==> src/rtl/reset_sequencer_pkg.sv <==
// Shared definitions for the staged reset sequencer: FSM state encoding,
// default timing constants and the counter-width helper.
package rst_seq_pkg;

    // Sequencer phases: waiting on the synchroniser, releasing stages,
    // holding after a soft reset, and fully released.
    typedef enum logic [1:0] {
        ST_SYNC    = 2'd0,
        ST_RELEASE = 2'd1,
        ST_HOLD    = 2'd2,
        ST_DONE    = 2'd3
    } seq_state_t;

    localparam int DEFAULT_NUM_STAGES  = 3;
    localparam int DEFAULT_STAGE_GAP   = 10;
    localparam int DEFAULT_DONE_GAP    = 11;
    localparam int DEFAULT_SYNC_STAGES = 2;
    localparam int DEFAULT_HOLD_CYCLES = 4;

    // Counter value at which complete rises, measured from the first release.
    function automatic int calc_done_at(input int num_stages,
                                        input int stage_gap,
                                        input int done_gap);
        return (num_stages - 1) * stage_gap + done_gap;
    endfunction

    // Width of the release counter; it must be able to hold the done value.
    function automatic int calc_cnt_w(input int num_stages,
                                      input int stage_gap,
                                      input int done_gap);
        int w;
        w = $clog2(calc_done_at(num_stages, stage_gap, done_gap) + 1);
        if (w < 1) begin
            w = 1;
        end
        return w;
    endfunction

endpackage

==> src/rtl/reset_sequencer_if.sv <==
// Bundle of the sequencer's status outputs and the soft-reset handshake.
// The sequencer drives through the master modport; consumers of the staged
// resets and the soft-reset requester sit on the slave side.
interface reset_sequencer_if
    import rst_seq_pkg::*;
#(
    parameter int NUM_STAGES = DEFAULT_NUM_STAGES
) ();

    logic                  soft_rst_req;
    logic [NUM_STAGES-1:0] rst_out;
    logic                  complete;
    logic                  busy;
    logic                  soft_rst_ack;

    modport master (
        input  soft_rst_req,
        output rst_out,
        output complete,
        output busy,
        output soft_rst_ack
    );

    modport slave (
        output soft_rst_req,
        input  rst_out,
        input  complete,
        input  busy,
        input  soft_rst_ack
    );

endinterface

==> src/rtl/reset_sequencer_sync.sv <==
// Reset synchroniser: asserts immediately with the external reset and
// deasserts only after SYNC_STAGES clean clock edges, so downstream logic
// never sees a reset release close to a clock edge.
module reset_sync #(
    parameter int SYNC_STAGES = 2
) (
    input  logic clk,
    input  logic rst_async,
    output logic rst_sync
);

    if (SYNC_STAGES < 2) begin : g_bad_sync_stages
        $error("reset_sync: SYNC_STAGES must be >= 2");
    end

    logic [SYNC_STAGES-1:0] chain;

    // Fill the chain with ones on reset, then shift zeros in toward the output.
    always_ff @(posedge clk or posedge rst_async) begin
        if (rst_async) begin
            chain <= '1;
        end else begin
            chain <= {chain[SYNC_STAGES-2:0], 1'b0};
        end
    end

    assign rst_sync = chain[SYNC_STAGES-1];

endmodule

==> src/rtl/reset_sequencer.sv <==
// Staged reset generator for the inference datapath. After the external
// reset has been synchronised, reset domains are released one by one at a
// fixed spacing, then complete is raised. A soft-reset request re-runs the
// sequence without a board-level reset.
module reset_sequencer
    import rst_seq_pkg::*;
#(
    parameter int NUM_STAGES  = DEFAULT_NUM_STAGES,
    parameter int STAGE_GAP   = DEFAULT_STAGE_GAP,
    parameter int DONE_GAP    = DEFAULT_DONE_GAP,
    parameter int SYNC_STAGES = DEFAULT_SYNC_STAGES,
    parameter int HOLD_CYCLES = DEFAULT_HOLD_CYCLES
) (
    input  logic                 clk,
    input  logic                 ext_reset,
    reset_sequencer_if.master    bus
);

    if (NUM_STAGES < 1) begin : g_bad_num_stages
        $error("reset_sequencer: NUM_STAGES must be >= 1");
    end
    if (STAGE_GAP < 1) begin : g_bad_stage_gap
        $error("reset_sequencer: STAGE_GAP must be >= 1");
    end
    if (DONE_GAP < 1) begin : g_bad_done_gap
        $error("reset_sequencer: DONE_GAP must be >= 1");
    end
    if (SYNC_STAGES < 2) begin : g_bad_sync_stages
        $error("reset_sequencer: SYNC_STAGES must be >= 2");
    end
    if (HOLD_CYCLES < 1) begin : g_bad_hold_cycles
        $error("reset_sequencer: HOLD_CYCLES must be >= 1");
    end

    localparam int DONE_AT = calc_done_at(NUM_STAGES, STAGE_GAP, DONE_GAP);
    localparam int CNT_W   = calc_cnt_w(NUM_STAGES, STAGE_GAP, DONE_GAP);
    localparam int HOLD_W  = (HOLD_CYCLES > 1) ? $clog2(HOLD_CYCLES) : 1;

    localparam logic [CNT_W-1:0]  DONE_AT_C = CNT_W'(DONE_AT);
    localparam logic [HOLD_W-1:0] HOLD_LAST = HOLD_W'(HOLD_CYCLES - 1);

    seq_state_t            state;
    seq_state_t            state_next;
    logic [CNT_W-1:0]      cnt;
    logic [CNT_W-1:0]      cnt_next;
    logic [HOLD_W-1:0]     hold_cnt;
    logic [HOLD_W-1:0]     hold_cnt_next;
    logic                  accept;
    logic                  released_next;
    logic                  sync_rst;

    logic [NUM_STAGES-1:0] rst_out_q;
    logic [NUM_STAGES-1:0] rst_out_next;
    logic                  complete_q;
    logic                  busy_q;
    logic                  ack_q;

    reset_sync #(
        .SYNC_STAGES (SYNC_STAGES)
    ) u_reset_sync (
        .clk       (clk),
        .rst_async (ext_reset),
        .rst_sync  (sync_rst)
    );

    // Next-state, counter and registered-output values for the coming edge.
    // A soft reset wins over everything but ext_reset, including the edge
    // where complete would otherwise rise.
    always_comb begin
        state_next    = state;
        cnt_next      = cnt;
        hold_cnt_next = hold_cnt;
        accept        = 1'b0;
        released_next = 1'b0;
        rst_out_next  = '1;

        unique case (state)
            ST_SYNC: begin
                if (!sync_rst) begin
                    state_next = ST_RELEASE;
                    cnt_next   = '0;
                end
            end
            ST_RELEASE: begin
                if (bus.soft_rst_req) begin
                    accept = 1'b1;
                end else begin
                    if (cnt != DONE_AT_C) begin
                        cnt_next = cnt + CNT_W'(1);
                    end
                    if (cnt_next == DONE_AT_C) begin
                        state_next = ST_DONE;
                    end
                end
            end
            ST_DONE: begin
                if (bus.soft_rst_req) begin
                    accept = 1'b1;
                end
            end
            ST_HOLD: begin
                if (hold_cnt == HOLD_LAST) begin
                    state_next    = ST_RELEASE;
                    cnt_next      = '0;
                    hold_cnt_next = '0;
                end else begin
                    hold_cnt_next = hold_cnt + HOLD_W'(1);
                end
            end
            default: begin
                state_next = ST_SYNC;
                cnt_next   = '0;
            end
        endcase

        if (accept) begin
            state_next    = ST_HOLD;
            cnt_next      = '0;
            hold_cnt_next = '0;
        end

        released_next = (state_next == ST_RELEASE) || (state_next == ST_DONE);
        for (int k = 0; k < NUM_STAGES; k++) begin
            if (released_next && (int'(cnt_next) >= k * STAGE_GAP)) begin
                rst_out_next[k] = 1'b0;
            end
        end
    end

    // State, counters and all outputs are registered; ext_reset forces the
    // fully-asserted condition without waiting for a clock edge.
    always_ff @(posedge clk or posedge ext_reset) begin
        if (ext_reset) begin
            state      <= ST_SYNC;
            cnt        <= '0;
            hold_cnt   <= '0;
            rst_out_q  <= '1;
            complete_q <= 1'b0;
            busy_q     <= 1'b1;
            ack_q      <= 1'b0;
        end else begin
            state      <= state_next;
            cnt        <= cnt_next;
            hold_cnt   <= hold_cnt_next;
            rst_out_q  <= rst_out_next;
            complete_q <= (state_next == ST_DONE);
            busy_q     <= (state_next != ST_DONE);
            ack_q      <= accept;
        end
    end

    assign bus.rst_out      = rst_out_q;
    assign bus.complete     = complete_q;
    assign bus.busy         = busy_q;
    assign bus.soft_rst_ack = ack_q;

endmodule

==> src/flat_wrapper.sv <==
// flat-port wrapper written by rule: the top's interface ports become plain ports
module reset_sequencer_flat import rst_seq_pkg::*;
#(
    parameter int NUM_STAGES  = DEFAULT_NUM_STAGES,
    parameter int STAGE_GAP   = DEFAULT_STAGE_GAP,
    parameter int DONE_GAP    = DEFAULT_DONE_GAP,
    parameter int SYNC_STAGES = DEFAULT_SYNC_STAGES,
    parameter int HOLD_CYCLES = DEFAULT_HOLD_CYCLES
)
  (clk, ext_reset, bus_soft_rst_req, bus_rst_out, bus_complete, bus_busy, bus_soft_rst_ack);
  reset_sequencer_if #(.NUM_STAGES(NUM_STAGES)) bus_i ();
  input  logic clk;
  input  logic ext_reset;
  input wire logic [$bits(bus_i.soft_rst_req)-1:0] bus_soft_rst_req;
  output wire logic [$bits(bus_i.rst_out)-1:0] bus_rst_out;
  output wire logic [$bits(bus_i.complete)-1:0] bus_complete;
  output wire logic [$bits(bus_i.busy)-1:0] bus_busy;
  output wire logic [$bits(bus_i.soft_rst_ack)-1:0] bus_soft_rst_ack;
  assign bus_i.soft_rst_req = bus_soft_rst_req;
  assign bus_rst_out = bus_i.rst_out;
  assign bus_complete = bus_i.complete;
  assign bus_busy = bus_i.busy;
  assign bus_soft_rst_ack = bus_i.soft_rst_ack;
  reset_sequencer #(.NUM_STAGES(NUM_STAGES), .STAGE_GAP(STAGE_GAP), .DONE_GAP(DONE_GAP), .SYNC_STAGES(SYNC_STAGES), .HOLD_CYCLES(HOLD_CYCLES)) u_core (.clk(clk), .ext_reset(ext_reset), .bus(bus_i));
endmodule
==> config.mk <==
export PLATFORM = sky130hd
export DESIGN_NAME = reset_sequencer_flat
export DESIGN_NICKNAME = d
export VERILOG_FILES = /design/src/rtl/reset_sequencer_pkg.sv /design/src/rtl/reset_sequencer_if.sv /design/src/rtl/reset_sequencer_sync.sv /design/src/rtl/reset_sequencer.sv /design/src/flat_wrapper.sv
export SDC_FILE = /design/constraint.sdc
export NUM_CORES = 1
export LEC_CHECK = 0
export CELL_PAD_IN_SITES_DETAIL_PLACEMENT = 0
export CELL_PAD_IN_SITES_GLOBAL_PLACEMENT = 1
export CORE_MARGIN = 2
export CORE_UTILIZATION = 37
export CTS_BUF_LIST = sky130_fd_sc_hd__clkbuf_8 sky130_fd_sc_hd__clkbuf_16
export DETAILED_ROUTE_END_ITERATION = 7
export PLACE_DENSITY_LB_ADDON = 0.05
export SLEW_MARGIN = 20
export SYNTH_ARGS = -nofsm -noshare
export SYNTH_HDL_FRONTEND = slang
export SYNTH_SLANG_ARGS = --single-unit
==> constraint.sdc <==
create_clock -name clk -period 1.7 [get_ports clk]
set_input_delay 0.51 -clock clk [delete_from_list [all_inputs] [get_ports clk]]
set_output_delay 0.51 -clock clk [all_outputs]
set_load 0.05 [all_outputs]
==> impl_results.md <==
* Gr usage total at 15.5%
* PnR worst setup slack at 0.0287 ns
* CTS tree: built
* Mean Syn Cell Area at 10.1 um2
* Primary FF master, synth: dfrtp_1
* Synth unique cells at 32
* Die W at between 50 and 60 um
* Avg WL per Cell at about 13 um
* Cts bufs inserted at 3
* First-pass iteration count of the detailed router at 4
* Final core utilization at between 50% and 60%
* CP cell instances: ha_2 -> or4b_1 -> o21ai_1 -> a41oi_1 -> buf_4 -> nand2b_4
* I/O Buffers at 8
* Layout area overhead at 41.5%
* Clock-pin slew on the worst setup and hold paths at 0.06 ns
* Chip height at 51.3 um
* Via/cell ratio at 4.99
* Clock sinks at 17
* CP Launch Type: flip-flop
* Max Slew Vio Count at 0
* Maximum VDD drop at 0.891 mV
* Final Hold Fails at 0
* Cts hold-fix bufs at 0
* Commonest non-fill, non-tap cell in the layout: buf_4
* Critical path peak fanout at 3
* YS warnings at 0
* Root buffer cell: clkbuf_8
* Min-Delay Endpoint: u_core.u_reset_sync.chain[1]
* Setup Skew at approximately 0.0024 ns
* Net count after synthesis at 87
* Share of cells above drive strength 1 at 38.7%
* Area of the core at 2170 um2
* WHS Path Cells at 0
* First-pass GRT wire length at between 2 and 3 mm
* GP Congestion at roughly 0.77
* 1st-iter DRT viols at 9
* Post-synthesis cell area at 828 um2
* Worst skew pair latency at 0.25 ns
* Vias at 669
* Syn Inst Count at 82
* Post-DP HPWL at roughly 1.3 mm
* Number of synthesized register bits at 17
* Vias in the first global route at approximately 690
* Worst R2R End: u_core.bus.busy
* Setup Viol. Count Final at 0
* CP bufs+invs at 1
* Setup Buffers After CTS at 0
* Worst Hold Slack at 0.357 ns
* IO Pins at 9
* Clock buffer depth at 2
* Reg2Reg Depth at 6
* Unrepaired setup endpoints after global routing: yes
* EDFF count, synth at 0
* Antenna Nets Post-Route at 0
* Fin nets at roughly 110
* Ant diodes at 0
* Filler cells at 208
* Most frequent cells in the layout: 14 x buf_4, 11 x dfrtp_1, 7 x nor2_1
* Async set-or-reset flop fraction in the synthesized netlist at 100%
* Initial core utilization at 38.2%
* Max-Cap Viols at 0
* Critical path's slowest cell: or4b_1
* Seq/Total Area, Yosys at 52.3%
* H-tree levels at 1
* Crit share post-route at between 90 and 100%
* DRC Markers at 0
* Grt ovf at 0
* Outcome: complete, no violations
* Total die area at 2630 um2
* WS Path Type: reg -> reg
* Total power at 1.74 mW
* Std-Cell Rows at 17
* Cell family with most CP delay: simple AND/OR/NAND/NOR gates
* Worst Hold Class: reg -> reg
* FMAX at 598 MHz
* Final min period at ~1.7 ns
* WL final at 1.74 mm
* RR Startpoint: u_core.cnt[0]
* Leak pwr at 0.514 nW
* Crit end category: flip-flop
* CP peak stage delay at 0.53 ns
* P per Cell Area at between 1000 and 1500 nW/um2
* Largest net degree at the start of global routing at 18
* HP Start: u_core.u_reset_sync.chain[0]
* CP required at 1.89 ns
* Crit path arrival time at 1.86 ns
* Reg2reg setup slack at 0.03 ns
* Worst slack, placed at -0.496 ns
* Initial antenna violation count at 0
repair_timing:
item | in CTS | in global routing
gates resized for setup | 3 | 9
setup endpoints to repair | 5 | 7
pin swaps | 2 | 8
flip-flops by register name, indices dropped and copies added (netlist names):
name,cells
u_core.hold_cnt,2
u_core.bus.complete,1
u_core.cnt,5
u_core.bus.soft_rst_ack,1
u_core.bus.rst_out,3
u_core.state,2
u_core.u_reset_sync.chain,2
u_core.bus.busy,1
worst max-delay path by stage:
stage | startpoint | slack (ns) | end | cells after the start
after global routing | u_core.cnt[0] | -0.03 | u_core.bus.complete | 6
after floorplan | bus_soft_rst_req | 0.009 | u_core.bus.rst_out[1] | 4
final | u_core.cnt[0] | 0.03 | u_core.bus.busy | 6
after global placement | bus_soft_rst_req | -0.48 | u_core.bus.rst_out[1] | 5
after detailed placement | bus_soft_rst_req | -0.50 | u_core.bus.rst_out[1] | 5
after CTS | u_core.cnt[0] | 0.0005 | u_core.bus.busy | 6
per-stage QoR:
step                cell area, um2  TNS [ns]  std cells
floorplan                      828         0         82
finish                        1170         0        134
global route                  1170   -0.0745        134
global placement              1100     -2.73        130
CTS                           1150         0        134
detailed placement            1100     -2.98        130
per-layer routing:
metal	part of all wire, %	track usage, %
met5	0	0
met1	51	21.2
met3	2.4	2.05
met4	2.5	9.21
met2	44	23.4
area by class of cell:
cell class | count | area, um2 | area share (%)
Multi-Input combinational cell | 58 | 395 | 33.7
Tap cell | 28 | 35.0 | 2.99
Clock inverter | 1 | 3.75 | 0.320
Timing Repair Buffer | 22 | 245 | 20.9
Inverter | 5 | 18.8 | 1.60
Sequential cell | 17 | 433 | 36.9
Clock buffer | 3 | 41.3 | 3.52
cells by family after synthesis:
logic type	synth area share, %
simple gates	20.7
compound gates	15.3
flops	52.3
buf+inv	3.17
mux	5.14
fa+ha+maj	3.02
other cells	0.453
Yosys cell counts, types with 2 or more instances:
master / n / area share (%)
a21oi_1: 5 / 3.0
clkbuf_1: 2 / 0.91
dfrtp_1: 11 / 33
dfstp_2: 6 / 19
ha_1: 2 / 3.0
inv_1: 5 / 2.3
mux2_2: 2 / 2.7
mux2i_1: 2 / 2.4
nand2_1: 5 / 2.3
nand2b_1: 4 / 3.0
nand3_1: 2 / 1.2
nor2_1: 9 / 4.1
nor3_1: 2 / 1.2
o21ai_0: 7 / 4.2
report_power, final:
part	switching, mW	internal, mW
registers	0.0719	0.520
clock network	0.130	0.160
logic	0.431	0.425
worst register-to-register path, cell delays in order, from the launching register on:
cell and delay, ns:
dfrtp_1 0.38, ha_2 0.19, or4b_1 0.53, o21ai_1 0.10
a41oi_1 0.12, buf_4 0.17, nand2b_4 0.13
(Power assumes the default switching activity.)
